$ cat src/rtl/uart_rx_sampler.sv
// UART receive stage: synchronizes rx, qualifies a start bit on 16x baud ticks,
// shifts in 7/8 data bits with optional parity, and holds the character for the host.
module uart_rx_sampler #(
  parameter int SYNC_STAGES = 2
) (
  input  logic       clk,
  input  logic       reset,
  input  logic       baud_clock,
  input  logic       rx,
  input  logic       bit8,
  input  logic       parity_en,
  input  logic       odd_n_even,
  input  logic       rd_en,
  output logic [7:0] rx_data,
  output logic       rx_ready,
  output logic       parity_err,
  output logic       framing_err,
  output logic       overflow,
  output logic       rx_busy
);

  typedef enum logic [1:0] {IDLE, DATA, PARITY, STOP} state_t;

  state_t                 state_q, state_d;
  logic [SYNC_STAGES-1:0] sync_q, sync_d;
  logic [2:0]             hist_q, hist_d;
  logic [3:0]             cnt_q, cnt_d;
  logic [2:0]             bitcnt_q, bitcnt_d;
  logic [7:0]             shift_q, shift_d;
  logic                   cfg_bit8_q, cfg_bit8_d;
  logic                   cfg_par_q, cfg_par_d;
  logic                   cfg_odd_q, cfg_odd_d;
  logic                   perr_q, perr_d;
  logic [7:0]             data_q, data_d;
  logic                   ready_q, ready_d;
  logic                   perr_out_q, perr_out_d;
  logic                   ferr_q, ferr_d;
  logic                   ovf_q, ovf_d;
  logic                   busy_q, busy_d;

  logic rx_s;
  logic sample;
  logic par_calc;
  logic load;
  logic load_ferr;

  always_comb begin
    rx_s       = sync_q[SYNC_STAGES-1];
    // majority of the two previous tick samples and the current one
    sample     = (hist_q[1] & hist_q[0]) | (hist_q[1] & rx_s) | (hist_q[0] & rx_s);
    sync_d     = {sync_q[SYNC_STAGES-2:0], rx};
    hist_d     = hist_q;
    state_d    = state_q;
    cnt_d      = cnt_q;
    bitcnt_d   = bitcnt_q;
    shift_d    = shift_q;
    cfg_bit8_d = cfg_bit8_q;
    cfg_par_d  = cfg_par_q;
    cfg_odd_d  = cfg_odd_q;
    perr_d     = perr_q;
    par_calc   = 1'b0;
    load       = 1'b0;
    load_ferr  = 1'b0;

    if (baud_clock) begin
      hist_d = {hist_q[1:0], rx_s};
      case (state_q)
        IDLE: begin
          if (rx_s) begin
            cnt_d = 4'd0;
          end else if (cnt_q == 4'd7) begin
            cnt_d      = 4'd0;
            bitcnt_d   = 3'd0;
            shift_d    = 8'd0;
            perr_d     = 1'b0;
            cfg_bit8_d = bit8;
            cfg_par_d  = parity_en;
            cfg_odd_d  = odd_n_even;
            state_d    = DATA;
          end else begin
            cnt_d = cnt_q + 4'd1;
          end
        end
        DATA: begin
          cnt_d = cnt_q + 4'd1;
          if (cnt_q == 4'd15) begin
            shift_d  = {sample, shift_q[7:1]};
            bitcnt_d = bitcnt_q + 3'd1;
            if (bitcnt_q == (cfg_bit8_q ? 3'd7 : 3'd6)) begin
              state_d = cfg_par_q ? PARITY : STOP;
            end
          end
        end
        PARITY: begin
          cnt_d = cnt_q + 4'd1;
          if (cnt_q == 4'd15) begin
            par_calc = (cfg_bit8_q ? ^shift_q : ^shift_q[7:1]) ^ sample;
            perr_d   = cfg_odd_q ? ~par_calc : par_calc;
            state_d  = STOP;
          end
        end
        STOP: begin
          cnt_d = cnt_q + 4'd1;
          if (cnt_q == 4'd15) begin
            load      = 1'b1;
            load_ferr = ~sample;
            cnt_d     = 4'd0;
            state_d   = IDLE;
          end
        end
        default: state_d = IDLE;
      endcase
    end

    busy_d     = (state_d != IDLE);
    data_d     = data_q;
    ready_d    = ready_q;
    perr_out_d = perr_out_q;
    ferr_d     = ferr_q;
    ovf_d      = ovf_q;

    // a completing character beats a same-cycle read
    if (load) begin
      if (ready_q && !rd_en) begin
        ovf_d = 1'b1;
      end else begin
        data_d     = cfg_bit8_q ? shift_q : {1'b0, shift_q[7:1]};
        ready_d    = 1'b1;
        perr_out_d = cfg_par_q & perr_q;
        ferr_d     = load_ferr;
        ovf_d      = 1'b0;
      end
    end else if (rd_en) begin
      ready_d    = 1'b0;
      perr_out_d = 1'b0;
      ferr_d     = 1'b0;
      ovf_d      = 1'b0;
    end
  end

  always_ff @(posedge clk or posedge reset) begin
    if (reset) begin
      state_q    <= IDLE;
      sync_q     <= '1;
      hist_q     <= 3'b111;
      cnt_q      <= 4'd0;
      bitcnt_q   <= 3'd0;
      shift_q    <= 8'd0;
      cfg_bit8_q <= 1'b0;
      cfg_par_q  <= 1'b0;
      cfg_odd_q  <= 1'b0;
      perr_q     <= 1'b0;
      data_q     <= 8'd0;
      ready_q    <= 1'b0;
      perr_out_q <= 1'b0;
      ferr_q     <= 1'b0;
      ovf_q      <= 1'b0;
      busy_q     <= 1'b0;
    end else begin
      state_q    <= state_d;
      sync_q     <= sync_d;
      hist_q     <= hist_d;
      cnt_q      <= cnt_d;
      bitcnt_q   <= bitcnt_d;
      shift_q    <= shift_d;
      cfg_bit8_q <= cfg_bit8_d;
      cfg_par_q  <= cfg_par_d;
      cfg_odd_q  <= cfg_odd_d;
      perr_q     <= perr_d;
      data_q     <= data_d;
      ready_q    <= ready_d;
      perr_out_q <= perr_out_d;
      ferr_q     <= ferr_d;
      ovf_q      <= ovf_d;
      busy_q     <= busy_d;
    end
  end

  assign rx_data     = data_q;
  assign rx_ready    = ready_q;
  assign parity_err  = perr_out_q;
  assign framing_err = ferr_q;
  assign overflow    = ovf_q;
  assign rx_busy     = busy_q;

endmodule

$ cat config.mk
export PLATFORM = sky130hd
export DESIGN_NAME = uart_rx_sampler
export DESIGN_NICKNAME = d
export VERILOG_FILES = /design/src/rtl/uart_rx_sampler.sv
export SDC_FILE = /design/constraint.sdc
export NUM_CORES = 1
export LEC_CHECK = 0
export BUFFER_PORTS_ARGS = -buffer_cell sky130_fd_sc_hd__buf_2
export CAP_MARGIN = 20
export CORE_ASPECT_RATIO = 1.25
export CORE_UTILIZATION = 50
export DETAILED_ROUTE_END_ITERATION = 10
export PLACE_DENSITY = 0.65
export SYNTH_ARGS = -nofsm -noshare
export SYNTH_HDL_FRONTEND = slang
export SYNTH_SLANG_ARGS = --single-unit
$ cat constraint.sdc
create_clock -name clk -period 2.1 [get_ports clk]
set_input_delay 0.315 -clock clk [delete_from_list [all_inputs] [get_ports clk]]
set_output_delay 0.315 -clock clk [all_outputs]
set_load 0.1 [all_outputs]
==> results of run 1 <==
-- per-layer routing --
metal | vias up | share of wire, % | wire (um) | GRT usage, %
met5 | - | 0 | 0 | 0
met4 | 0 | 1.9 | 68 | 8.73
met3 | 6 | 2.2 | 79 | 5.32
met2 | 14 | 54 | 1980 | 34.8
met1 | 688 | 42 | 1540 | 23.4
li1 | 684 | - | - | -
-- worst register-to-register path: cells and delay by family (launching register included) --
kind / cells / cell delay, ps
compound gates: 2 / 500
flops: 1 / 440
simple gates: 1 / 410
fa+ha+maj: 1 / 360
buf+inv: 1 / 130
-- cell families after synthesis --
group,after synthesis,synth area share (%)
AOI/OAI and AO/OA,42,14.9
DFF,38,47.2
xor gates and xnor gates,11,6.18
buffers and inverters,14,3.90
and+or+nand+nor,51,16.1
adders and majority gates,8,4.89
muxes,13,6.74
-- power by group through the flow --
| stage | Combinational [uW] | Sequential (uW) | Clock [uW] |
|---|---|---|---|
| 2_1_floorplan | 427 | 965 | 0 |
| 3_3_place_gp | 530 | 939 | 0 |
| 3_5_place_dp | 542 | 949 | 0 |
| 4_1_cts | 547 | 937 | 529 |
| 5_1_grt | 604 | 960 | 558 |
| 6_report | 544 | 940 | 511 |
-- metrics by stage --
step                std cells  hold slack [ps]  total power, uW  util, %  area (um^2)
floorplan                 177              319             1390        -         2020
CTS                       253              112             2010     58.8         2240
global placement          245              347             1470     56.3         2150
finish                    253              115             2000     59.0         2250
global route              253              103             2120     59.0         2250
detailed placement        245              349             1490     56.3         2150
-- path summary, 6_finish.rpt --
path                            start          to  slack, ps  depth (start not counted)
setup / recovery           state_q[0]  shift_q[7]        160                          5
hold / removal                  reset  rx_data[7]        110                          3
setup reg to reg           state_q[0]  shift_q[7]        160                          5
hold reg to reg             sync_q[0]   sync_q[1]        360                          0
max in group asynchronous       reset   sync_q[0]       1630                          3
min in group clk                   rx   sync_q[0]        120                          1
-- synthesized netlist by cell type, types with 2 or more instances --
master / n / area share [%]
o31ai_1: 2 / 0.74
mux2i_1: 8 / 4.0
o21ai_1: 3 / 0.74
inv_1: 5 / 0.93
a21oi_1: 4 / 0.99
nor3_1: 2 / 0.49
nand3b_1: 2 / 0.74
and3b_1: 2 / 0.87
dfstp_2: 4 / 5.2
buf_6: 2 / 1.1
nor4_1: 2 / 0.62
nand2_1: 18 / 3.3
buf_2: 3 / 0.74
xor2_1: 3 / 1.3
nor2_1: 6 / 1.1
xnor2_1: 5 / 2.2
nor4b_1: 2 / 0.87
xnor2_2: 2 / 1.6
ha_1: 7 / 4.3
buf_4: 2 / 0.74
o21ai_0: 13 / 3.2
a22o_1: 9 / 3.9
nand2b_1: 2 / 0.62
mux2_2: 5 / 2.8
nand3_1: 3 / 0.74
o221ai_1: 2 / 0.87
dfrtp_1: 34 / 42
-- registers in the layout (all words and copies together) (netlist names), 2 cells and up --
signal,cells
state_q,2
cnt_q,4
bitcnt_q,3
shift_q,8
sync_q,2
rx_data,8
hist_q,2
-- layout make-up --
type	count	share of cell area [%]
Clock buffer	6	3.66
Clock inverter	2	0.555
Inverter	6	0.999
Multi-Input combinational cell	125	44.3
Sequential cell	38	42.4
Tap cell	54	3.00
Timing Repair Buffer	22	5.11
==> results.sh, run 1 <==
export IMPL_antenna_left=0
export IMPL_holdBufCountCts=0
export IMPL_seq_area_frac_synth_pct=47.2
export IMPL_grt_pass1_vias=1386
export IMPL_layout_setup_ws_ps=162
export IMPL_slew_headroom_pct=63.4
export IMPL_grt_max_degree=39
export IMPL_worstSkewPairLatency_ps=290
export IMPL_rows=25
export IMPL_synth_edf_count=0
export IMPL_antenna_found_initial=0
export IMPL_io_buffers=20
export IMPL_powerDensity_nw_per_um2=885
export IMPL_synth_area_per_cell_um2=11.4
export IMPL_multiInputGateArea_um2=997
export IMPL_pwr_share_seq_pct=47.1
export IMPL_cts_tree="built"
export IMPL_crit_type="reg2reg"
export IMPL_syn_nets=192
export IMPL_yosys_register_bits=38
export IMPL_finalWirelength_um=3670
export IMPL_viasPerCell=5.50
export IMPL_ys_warn_count=0
export IMPL_slew_viol_final=0
export IMPL_setup_violations=0
export IMPL_dp_slack_ps=111
export IMPL_period_share_pct=92.3
export IMPL_status="completed"
export IMPL_yosys_cell_types_count=52
export IMPL_nFillCells=358
export IMPL_p_sw_share_pct=35.4
export IMPL_track_usage_pct=20.2
export IMPL_final_setup_tns_ps=0
export IMPL_cp_num_buf_inv=1
export IMPL_die_area_um2=4310
export IMPL_cpMaxStageDelayCell="dfrtp_1"
export IMPL_slowest_delay_ps=440
export IMPL_vias=1392
export IMPL_hold_violations=0
export IMPL_critPathTopFamily="compound AO/OA/AOI/OAI gates"
export IMPL_ir_worst_vdd_uv=572
export IMPL_clkSlewWorstSetupHoldPaths_ps=80
export IMPL_finClkSkew_ps=9.90
export IMPL_rsz0062_at_grt="false"
export IMPL_required_ps=2290
export IMPL_areaGrowthSynthToFinish_pct=11.4
export IMPL_cts_repair_resized=0
export IMPL_fmax_ghz=0.516
export IMPL_cp_start_kind="flop"
export IMPL_initial_core_util_pct=53.0
export IMPL_dieHeight_um=73.1
export IMPL_clock_sink_count=38
export IMPL_grt_first_pass_wirelength_um=6350
export IMPL_cp_cell_sequence="inv_1 -> ha_1 -> nor4b_1 -> o21ai_2 -> a22o_1"
export IMPL_wl_per_cell_um=14.5
export IMPL_die_w_um=58.9
export IMPL_gp_congestion=0.827
export IMPL_power_share_clock_pct=25.6
export IMPL_maxCapViolations=0
export IMPL_p_leak_uw=0.00102
export IMPL_layout_common_cells="dfrtp_1, buf_2, nand2_1, o21ai_0, a22o_1"
export IMPL_first_pass_iters=4
export IMPL_max_slew_worst_pin_slew_ps=549
export IMPL_timing_final_crit_period_ps=1940
export IMPL_syn_cell_area_um2=2020
export IMPL_async_reset_ff_share_pct=100
export IMPL_drc_errors=0
export IMPL_clock_root_buffer="clkbuf_8"
export IMPL_register_area_um2=956
export IMPL_ys_flop_type="dfrtp_1"
export IMPL_hpwl_um=2710
export IMPL_dr_first_iter_drc_count=43
export IMPL_p_sw_uw=707
export IMPL_fin_nets=213
export IMPL_postCtsSetupBuffers=0
export IMPL_end_kind="flop"
export IMPL_htreeDepth=2
export IMPL_drive_gt1_share_pct=26.6
export IMPL_netlist_instances=177
export IMPL_p_comb_share_pct=27.3
export IMPL_core_area_um2=3820
export IMPL_ioPinCount=21
export IMPL_arrival_ps=2120
export IMPL_cts_buffers=5
export IMPL_grt_overflow_total=0
export IMPL_p_int_uw=1290
export IMPL_cts_buffer_depth=2
export IMPL_layout_commonest_cell="dfrtp_1"
export IMPL_hp_class="in2async"
export IMPL_crit_fanout=9
export IMPL_n_antenna_cell=0
Power figures use the tool's default switching activity.
==> inputs of run 2 (changes only) <==
--- a/config.mk
+++ b/config.mk
@@ -8,9 +8,9 @@
 export BUFFER_PORTS_ARGS = -buffer_cell sky130_fd_sc_hd__buf_2
 export CAP_MARGIN = 20
 export CORE_ASPECT_RATIO = 1.25
-export CORE_UTILIZATION = 50
+export CORE_UTILIZATION = 45
 export DETAILED_ROUTE_END_ITERATION = 10
-export PLACE_DENSITY = 0.65
+export PLACE_DENSITY = 0.6
 export SYNTH_ARGS = -nofsm -noshare
 export SYNTH_HDL_FRONTEND = slang
 export SYNTH_SLANG_ARGS = --single-unit
==> results.sh, run 2 (synthesis gave the netlist of run 1 again) <==
export IMPL_wl_per_cell_um=14.6
export IMPL_grt_overflow_total=0
export IMPL_dr_first_iter_drc_count=61
export IMPL_fmax_ghz=0.520
export IMPL_worstReg2RegEnd="shift_q[7]"
export IMPL_setup_violations=0
export IMPL_hp_class="in2async"
export IMPL_ioPinCount=21
export IMPL_drive_gt1_share_pct=26.3
export IMPL_max_slew_worst_pin_slew_ps=522
export IMPL_worstRegToRegCells=5
export IMPL_die_w_um=62.0
export IMPL_arrival_ps=2100
export IMPL_cts_repair_resized=0
export IMPL_ir_worst_vdd_uv=586
export IMPL_initial_core_util_pct=48.2
export IMPL_required_ps=2280
export IMPL_antenna_found_initial=0
export IMPL_postCtsSetupBuffers=0
export IMPL_areaGrowthSynthToFinish_pct=11.1
export IMPL_viasPerCell=5.51
export IMPL_hold_violations=0
export IMPL_holdBufCountCts=0
export IMPL_grt_max_degree=39
export IMPL_layout_common_cells="dfrtp_1, buf_2, nand2_1, o21ai_0, a22o_1"
export IMPL_fin_nets=212
export IMPL_core_area_um2=4200
export IMPL_endpoint="shift_q[7]"
export IMPL_slew_headroom_pct=65.2
export IMPL_end_kind="flop"
export IMPL_clkSlewWorstSetupHoldPaths_ps=70
export IMPL_powerDensity_nw_per_um2=892
export IMPL_status="completed"
export IMPL_hold_ws_ps=121
export IMPL_maxCapViolations=0
export IMPL_final_setup_tns_ps=0
export IMPL_worstSkewPairLatency_ps=290
export IMPL_startpoint="state_q[0]"
export IMPL_p_leak_uw=0.00101
export IMPL_period_share_pct=91.5
export IMPL_regToRegStartpoint="state_q[0]"
export IMPL_rows=26
export IMPL_cts_buffer_depth=2
export IMPL_rsz0062_at_grt="false"
export IMPL_antenna_left=0
export IMPL_r2r_setup_slack_ps=180
export IMPL_layout_cells_non_filler=254
export IMPL_grt_pass1_vias=1471
export IMPL_cp_start_kind="flop"
export IMPL_timing_final_crit_period_ps=1920
export IMPL_die_area_um2=4770
export IMPL_post_place_cells=246
export IMPL_first_pass_iters=4
export IMPL_slew_viol_final=0
export IMPL_finalWirelength_um=3720
export IMPL_grt_first_pass_wirelength_um=6590
export IMPL_clock_sink_count=38
export IMPL_track_usage_pct=18.8
export IMPL_clock_root_buffer="clkbuf_8"
export IMPL_crit_type="reg2reg"
export IMPL_layout_commonest_cell="dfrtp_1"
export IMPL_vias=1400
export IMPL_finClkSkew_ps=6.29
export IMPL_htreeDepth=2
export IMPL_crit_fanout=9
export IMPL_drc_errors=0
export IMPL_n_antenna_cell=0
export IMPL_io_buffers=20
export IMPL_gp_congestion=0.881
export IMPL_dieHeight_um=77.0
export IMPL_cts_tree="built"
export IMPL_cts_buffers=5
export IMPL_hpwl_um=2740
==> run 2: final cells by class <==
| type | instances | area (um^2) |
|---|---|---|
| Sequential cell | 38 | 956 |
| Clock inverter | 2 | 12.5 |
| Fill cell | 382 | 1950 |
| Multi-Input combinational cell | 125 | 997 |
| Inverter | 6 | 22.5 |
| Clock buffer | 6 | 82.6 |
| Tap cell | 56 | 70.1 |
| Timing Repair Buffer | 21 | 108 |
==> run 2: stage by stage <==
stage	instance area [um^2]	setup slack [ps]	utilization (%)	power [uW]
finish	2250	178	53.6	2000
global placement	2140	229	51.1	1470
detailed placement	2140	136	51.1	1490
CTS	2240	129	53.4	2010
global route	2250	89.3	53.6	2130
floorplan	2020	427	-	1390
==> run 2: worst max-delay path, stage by stage, from the launching register on <==
cell	delay [ps]
dfrtp_1	440
inv_1	130
ha_1	370
nor4b_1	390
o21ai_2	210
a22o_1	270
==> run 2: how the worst min path moves through the flow <==
stage | endpoint | slack, ps | cells past startpoint
finish | rx_data[7] | 120 | 3
global route | sync_q[0] | 110 | 1
CTS | sync_q[0] | 110 | 1
detailed placement | sync_q[1] | 350 | 0
global placement | sync_q[1] | 350 | 0
floorplan | sync_q[0] | 320 | 0
==> run 2: power by group <==
group	total [uW]	leakage (uW)	switching [uW]	internal, uW
clock	519	0.0000472	255	264
combinational	541	0.000461	329	212
sequential	944	0.000504	133	811
total	2000	0.00101	718	1290
==> run 2: layer usage <==
metal	share of wire [%]	track usage [%]	vias to the layer above
li1	-	-	677
met5	0	0	-
met4	1.9	7.33	0
met2	54	32.2	14
met1	42	21.1	704
met3	2.1	5.06	5
